### src/rtl/axi_lite_reg_slave.sv
// AXI4-Lite register bank: NUM_REGS word registers, independent read/write FSMs, byte strobes, OKAY/SLVERR.
// Optional AXI_REG_WRCNT_EN adds a read-only count of OKAY writes just past the last register.
module axi_lite_reg_slave #(
    parameter int DATA_WIDTH = 32,
    parameter int ADDR_WIDTH = 8,
    parameter int RESP_WIDTH = 3,
    parameter int NUM_REGS   = 4,
    parameter int BASE_ADDR  = 0,
    parameter logic [DATA_WIDTH-1:0] RESET_VALUE = '0
) (
    input  logic                           s_axi_aclk,
    input  logic                           s_axi_aresetn,
    input  logic [ADDR_WIDTH-1:0]          s_axi_awaddr,
    input  logic                           s_axi_awvalid,
    output logic                           s_axi_awready,
    input  logic [DATA_WIDTH-1:0]          s_axi_wdata,
    input  logic [DATA_WIDTH/8-1:0]        s_axi_wstrb,
    input  logic                           s_axi_wvalid,
    output logic                           s_axi_wready,
    output logic [RESP_WIDTH-1:0]          s_axi_bresp,
    output logic                           s_axi_bvalid,
    input  logic                           s_axi_bready,
    input  logic [ADDR_WIDTH-1:0]          s_axi_araddr,
    input  logic                           s_axi_arvalid,
    output logic                           s_axi_arready,
    output logic [DATA_WIDTH-1:0]          s_axi_rdata,
    output logic [RESP_WIDTH-1:0]          s_axi_rresp,
    output logic                           s_axi_rvalid,
    input  logic                           s_axi_rready,
    output logic [NUM_REGS*DATA_WIDTH-1:0] reg_out
);
    localparam int STRB_W = DATA_WIDTH / 8;
    localparam logic [31:0] BASE       = 32'(BASE_ADDR);
    localparam logic [31:0] NREG_BYTES = 32'(4 * NUM_REGS);
    localparam logic [RESP_WIDTH-1:0] OKAY   = RESP_WIDTH'(0);
    localparam logic [RESP_WIDTH-1:0] SLVERR = RESP_WIDTH'(2);

    typedef enum logic {W_IDLE, W_RESP} wstate_t;
    typedef enum logic {R_IDLE, R_DATA} rstate_t;

    wstate_t wstate_q, wstate_d;
    rstate_t rstate_q, rstate_d;
    logic aw_done_q, aw_done_d, w_done_q, w_done_d;
    logic [ADDR_WIDTH-1:0] awaddr_q, awaddr_d;
    logic [DATA_WIDTH-1:0] wdata_q, wdata_d;
    logic [STRB_W-1:0]     wstrb_q, wstrb_d;
    logic awready_q, awready_d, wready_q, wready_d, bvalid_q, bvalid_d;
    logic [RESP_WIDTH-1:0] bresp_q, bresp_d, rresp_q, rresp_d;
    logic arready_q, arready_d, rvalid_q, rvalid_d;
    logic [DATA_WIDTH-1:0] rdata_q, rdata_d;
    logic [NUM_REGS-1:0][DATA_WIDTH-1:0] regs_q, regs_d;
    logic [31:0] woff, roff;
`ifdef AXI_REG_WRCNT_EN
    logic [DATA_WIDTH-1:0] wrcnt_q, wrcnt_d;
`endif

    // Offset from BASE; addresses below BASE wrap to huge values and fall out of range.
    function automatic logic [31:0] reg_off(input logic [ADDR_WIDTH-1:0] a);
        return 32'(a) - BASE;
    endfunction

    always_comb begin
        wstate_d  = wstate_q;
        aw_done_d = aw_done_q;
        w_done_d  = w_done_q;
        awaddr_d  = awaddr_q;
        wdata_d   = wdata_q;
        wstrb_d   = wstrb_q;
        awready_d = awready_q;
        wready_d  = wready_q;
        bvalid_d  = bvalid_q;
        bresp_d   = bresp_q;
        regs_d    = regs_q;
        woff      = reg_off(awaddr_q);
`ifdef AXI_REG_WRCNT_EN
        wrcnt_d   = wrcnt_q;
`endif
        case (wstate_q)
            W_IDLE: begin
                if (s_axi_awvalid && awready_q) begin
                    aw_done_d = 1'b1;
                    awaddr_d  = s_axi_awaddr;
                end
                if (s_axi_wvalid && wready_q) begin
                    w_done_d = 1'b1;
                    wdata_d  = s_axi_wdata;
                    wstrb_d  = s_axi_wstrb;
                end
                if (aw_done_d && w_done_d) begin
                    woff    = reg_off(awaddr_d);
                    bresp_d = SLVERR;
                    if (woff[1:0] == 2'b00 && woff < NREG_BYTES) begin
                        bresp_d = OKAY;
                        for (int i = 0; i < NUM_REGS; i++) begin
                            if (woff[31:2] == 30'(i)) begin
                                for (int k = 0; k < STRB_W; k++) begin
                                    if (wstrb_d[k]) regs_d[i][8*k +: 8] = wdata_d[8*k +: 8];
                                end
                            end
                        end
`ifdef AXI_REG_WRCNT_EN
                        wrcnt_d = wrcnt_q + DATA_WIDTH'(1);
`endif
                    end
                    bvalid_d  = 1'b1;
                    awready_d = 1'b0;
                    wready_d  = 1'b0;
                    aw_done_d = 1'b0;
                    w_done_d  = 1'b0;
                    wstate_d  = W_RESP;
                end else begin
                    awready_d = !aw_done_d;
                    wready_d  = !w_done_d;
                end
            end
            W_RESP: begin
                if (s_axi_bready) begin
                    bvalid_d  = 1'b0;
                    awready_d = 1'b1;
                    wready_d  = 1'b1;
                    wstate_d  = W_IDLE;
                end
            end
            default: wstate_d = W_IDLE;
        endcase
    end

    // Reads sample regs_q, so a same-edge write is seen only by the next read.
    always_comb begin
        rstate_d  = rstate_q;
        arready_d = arready_q;
        rvalid_d  = rvalid_q;
        rdata_d   = rdata_q;
        rresp_d   = rresp_q;
        roff      = reg_off(s_axi_araddr);
        case (rstate_q)
            R_IDLE: begin
                arready_d = 1'b1;
                if (s_axi_arvalid && arready_q) begin
                    rdata_d = '0;
                    rresp_d = SLVERR;
                    if (roff[1:0] == 2'b00 && roff < NREG_BYTES) begin
                        rresp_d = OKAY;
                        for (int i = 0; i < NUM_REGS; i++) begin
                            if (roff[31:2] == 30'(i)) rdata_d = regs_q[i];
                        end
                    end
`ifdef AXI_REG_WRCNT_EN
                    else if (roff == NREG_BYTES) begin
                        rresp_d = OKAY;
                        rdata_d = wrcnt_q;
                    end
`endif
                    rvalid_d  = 1'b1;
                    arready_d = 1'b0;
                    rstate_d  = R_DATA;
                end
            end
            R_DATA: begin
                if (s_axi_rready) begin
                    rvalid_d  = 1'b0;
                    arready_d = 1'b1;
                    rstate_d  = R_IDLE;
                end
            end
            default: rstate_d = R_IDLE;
        endcase
    end

    always_ff @(posedge s_axi_aclk or negedge s_axi_aresetn) begin
        if (!s_axi_aresetn) begin
            wstate_q  <= W_IDLE;
            rstate_q  <= R_IDLE;
            aw_done_q <= 1'b0;
            w_done_q  <= 1'b0;
            awaddr_q  <= '0;
            wdata_q   <= '0;
            wstrb_q   <= '0;
            awready_q <= 1'b0;
            wready_q  <= 1'b0;
            bvalid_q  <= 1'b0;
            bresp_q   <= '0;
            arready_q <= 1'b0;
            rvalid_q  <= 1'b0;
            rdata_q   <= '0;
            rresp_q   <= '0;
            regs_q    <= {NUM_REGS{RESET_VALUE}};
`ifdef AXI_REG_WRCNT_EN
            wrcnt_q   <= '0;
`endif
        end else begin
            wstate_q  <= wstate_d;
            rstate_q  <= rstate_d;
            aw_done_q <= aw_done_d;
            w_done_q  <= w_done_d;
            awaddr_q  <= awaddr_d;
            wdata_q   <= wdata_d;
            wstrb_q   <= wstrb_d;
            awready_q <= awready_d;
            wready_q  <= wready_d;
            bvalid_q  <= bvalid_d;
            bresp_q   <= bresp_d;
            arready_q <= arready_d;
            rvalid_q  <= rvalid_d;
            rdata_q   <= rdata_d;
            rresp_q   <= rresp_d;
            regs_q    <= regs_d;
`ifdef AXI_REG_WRCNT_EN
            wrcnt_q   <= wrcnt_d;
`endif
        end
    end

    assign s_axi_awready = awready_q;
    assign s_axi_wready  = wready_q;
    assign s_axi_bvalid  = bvalid_q;
    assign s_axi_bresp   = bresp_q;
    assign s_axi_arready = arready_q;
    assign s_axi_rvalid  = rvalid_q;
    assign s_axi_rdata   = rdata_q;
    assign s_axi_rresp   = rresp_q;
    assign reg_out       = regs_q;
endmodule

### config.mk
export PLATFORM = sky130hd
export DESIGN_NAME = axi_lite_reg_slave
export DESIGN_NICKNAME = d
export VERILOG_FILES = /design/src/rtl/axi_lite_reg_slave.sv
export SDC_FILE = /design/constraint.sdc
export NUM_CORES = 1
export LEC_CHECK = 0
export ABC_AREA = 1
export BUFFER_PORTS_ARGS = -buffer_cell sky130_fd_sc_hd__clkbuf_2
export CAP_MARGIN = 20
export CORE_AREA = 5 5 151 153
export DETAILED_ROUTE_END_ITERATION = 10
export DIE_AREA = 0 0 156 158
export GPL_ROUTABILITY_DRIVEN = 0
export PLACE_DENSITY = 0.74
export SLEW_MARGIN = 0
export SYNTH_ARGS = -nofsm -noshare
export SYNTH_HDL_FRONTEND = slang
export SYNTH_SLANG_ARGS = --single-unit
### constraint.sdc
create_clock -name s_axi_aclk -period 1.9 [get_ports s_axi_aclk]
set_input_delay 0.285 -clock s_axi_aclk [delete_from_list [all_inputs] [get_ports s_axi_aclk]]
set_output_delay 0.285 -clock s_axi_aclk [all_outputs]
set_load 0.1 [all_outputs]
==> key figures <==
Synth
  – #FFs+latches synth: ~220
  – Number of distinct library cells after synthesis: 31
  – Seq/Total Area, Yosys: 51.4%
  – Synthesized area per cell: about 8.2 sq um
  – Ys Warns: 0
  – Mapped Area: roughly 10000 sq um
  – Synth top area share: between 50 and 60%
  – Synth top area cells: dfrtp_1 51%, nand2_1 18%, nand4_1 7.7%
  – Mapped Cells: approximately 1300
  – Largest area contributor in the netlist: dfrtp_1

Global route
  – First-pass GRT wire length: ~52000 microns
  – Total track usage: about a quarter
  – Number of global-route vias before repair: around 9500
  – GRT overflow: 0
  – Pin count of the biggest net entering global routing: between 70 and 80
  – Initial antenna violation count: 0

Layout
  – Fill count: 1867
  – Layout area overhead: 25.5%
  – Layout cells sized above 1: about a quarter
  – Fin util: about three fifths
  – Non-Filler Instances: 1827
  – Nets: 1590
  – N_diodes: 0

Worst setup path
  – Slowest stage delay, CP: 0.43 ns
  – RR Startpoint: s_axi_awready
  – CP endpoint kind: register
  – Reg2reg end: reg_out[120]
  – Crit path from: s_axi_awready
  – R2R depth: 8
  – Required time worst endpoint: approximately 2.3 ns
  – Register-to-Register Setup Slack: 0.14 ns
  – CP endpoint: reg_out[120]
  – Worst path cell trace: nand2_4 -> nand2_1 -> o21ai_4 -> inv_2 -> nor2_8 -> nand4_4 -> nand2_1 -> nand2_1
  – Type of origin of the critical path: register
  – CP Class: register to register
  – Slowest CP cell: dfrtp_2
  – CP Max Fanout: 15
  – WP data arrival: between 2 and 2.5 ns
  – Critical Path Most Common Cell: nand2_1

Routing
  – Antenna-violating nets left: 0
  – Vias per std cell: ~5.4
  – Iter 0 DRT Violations: slightly below 700
  – Vias after detailed routing: roughly 9800
  – Routed WL: 32300 microns
  – DRT Pass-1 Iters: 5
  – DRC Markers: 0
  – Routed wire per std cell: ~18 microns

CTS
  – CTS buffer count: 23
  – Clock Path Buffers: 3
  – H-tree depth: 1
  – Post-CTS sizing: 0
  – Clock Latency Late Sink: between 0.5 and 0.6 ns
  – Clock Pin Slew Worst Setup and Hold Paths: 0.06 ns
  – CTS tree: built
  – Clock net sink count: between 200 and 250
  – Clock root cell: clkbuf_16

Place
  – DP HPWL: roughly 23000 microns
  – Placement Setup Slack: 0.115 ns
  – # port buffers: roughly 230
  – Dpl cells: 1778

STA
  – Final WS setup: ~0.14 ns
  – Max Slew Vio Count: 0
  – Min cycle time layout: ~1.8 ns
  – Slew of the pin with the lowest slew margin: around 0.63 ns
  – Setup Viol. Count Final: 0
  – Fmax: about 570 MHz
  – Fin. Hold Viols: 0
  – Setup TNS: 0 ns
  – Slew Limit Headroom: slightly below 60%
  – RSZ-0062 raised after global routing: no
  – Worst Skew: approximately 0.0073 ns
  – Final Cycle Share: between 90% and 100%

Pwr
  – Peak supply drop: between 1 and 1.5 mV
  – Clk pwr share: 24.0%
  – Comb pwr share: about 44%
  – Psw: a little under 9000 uW
  – Switching Share: a little under half
  – Leak: 0.00754 uW
  – Pwr Density: ~1400 nW/um^2
  – Pwr Total: ~19000 uW
  – Sequential share of power: about a third
  – Internal power: between 10000 and 15000 uW

Hold path
  – Worst Hold Class: primary input to register

Run
  – MaxCap Viol Count: 0

Die
  – Die area: roughly 25000 sq um
  – Core Rows: between 50 and 60
  – Core area: between 20000 and 25000 sq um
  – Die width: around 160 microns
  – Io pins: 230
  – Die Height: about 160 microns
  – Initial core utilization: roughly 49%

Run status
  – Status: complete, no violations
## cell usage in the layout, fill, tap and decap left out, types with 2 or more instances in the layout
cell type,count
dfrtp_1,212
nand2_1,512
nor3_4,2
o21ai_0,92
dfrtp_2,2
clkbuf_2,224
nand3_2,2
clkbuf_1,4
nand4_2,2
or2_2,16
inv_2,6
buf_12,15
clkbuf_8,5
bufinv_16,2
o21ai_4,6
nand3_1,46
a21oi_1,3
dlygate4sd3_1,5
nor2_4,3
clkbuf_16,23
buf_4,61
nor2_8,2
clkinv_2,6
conb_1,4
nand4_4,14
nor2_1,81
nand4_1,129
inv_1,58
## state kept, by name (all words and copies together), names as in the netlist
| name | count |
|---|---|
| aw_done_q | 1 |
| wstate_q | 1 |
| w_done_q | 1 |
| awaddr_q | 8 |
| s_axi_rdata | 32 |
| reg_out | 128 |
| wdata_q | 32 |
| s_axi_bvalid | 1 |
| s_axi_rvalid | 1 |
| s_axi_arready | 1 |
| wstrb_q | 4 |
| s_axi_awready | 1 |
| s_axi_bresp | 1 |
| rstate_q | 1 |
| s_axi_wready | 1 |
| s_axi_rresp | 1 |
## stage by stage
step / hold slack, ns / area (sq um)
2_1_floorplan: -0.0106 / 10500
3_3_place_gp: 0.198 / 12300
3_5_place_dp: 0.199 / 12300
4_1_cts: 0.0102 / 13100
5_1_grt: 0.0303 / 13100
6_report: 0.0157 / 13100
## Yosys cell counts, drive strengths merged
library cell	number
nor3	3
o21ai	100
nand2	514
dfrtp	215
nor2	86
nand3b	1
clkbuf	28
nand4	145
a21oi	3
o21a	1
conb	1
clkinv	1
buf	52
nand3	48
or2	16
inv	63
## power groups by stage
stage / combinational (uW) / clock (uW) / sequential, uW
floorplan: 3110 / 0 / 8630
global placement: 7990 / 0 / 6080
detailed placement: 8100 / 0 / 6100
CTS: 8130 / 4580 / 6030
global route: 8740 / 4800 / 6140
finish: 8250 / 4520 / 6050
## final cells by class
type / count / area [sq um] / share of cell area, %
multi-input combinational: 921 / 4450 / 33.9
tap: 280 / 350 / 2.67
sequential: 215 / 5390 / 41.0
timing repair buffer: 306 / 1940 / 14.8
clock buffer: 32 / 659 / 5.02
inverter: 64 / 240 / 1.83
clock inverter: 9 / 97.6 / 0.743
## worst min-delay path by stage
stage	startpoint	to	slack [ns]	cells past startpoint
2_1_floorplan	s_axi_aresetn	aw_done_q	-0.01	0
5_1_grt	s_axi_awaddr[7]	awaddr_q[7]	0.03	3
6_report	s_axi_awaddr[7]	awaddr_q[7]	0.02	3
3_5_place_dp	s_axi_aresetn	wdata_q[1]	0.20	1
3_3_place_gp	s_axi_aresetn	wdata_q[6]	0.20	1
4_1_cts	s_axi_awaddr[4]	awaddr_q[4]	0.01	3
## repair_timing
item                                    in CTS  in global routing
endpoints found under the setup margin       0                 19
endpoints found under the hold margin       40                  0
hold buffers                                 5                  0
buffers inserted                             0                  3
## cells by family after synthesis
logic type | share of synthesized area [%]
simple gates | 36.6
flops | 51.4
compound gates | 5.68
buf+inv | 6.29
other cells | 0.0358
## per-layer routing
layer,share of wire [%],vias up,global-route usage [%]
li1,-,4711,-
met1,43,4573,38.0
met2,44,453,38.5
met3,9.5,66,5.71
met4,2.9,0,8.80
met5,0,-,0
## worst max-delay path: cells and delay by family (launching register included)
family,cells,cell delay [ns]
compound gates,1,0.12
buf+inv,1,0.14
flops,1,0.43
simple gates,6,0.97
No activity file was read; power rests on OpenSTA's default activity.
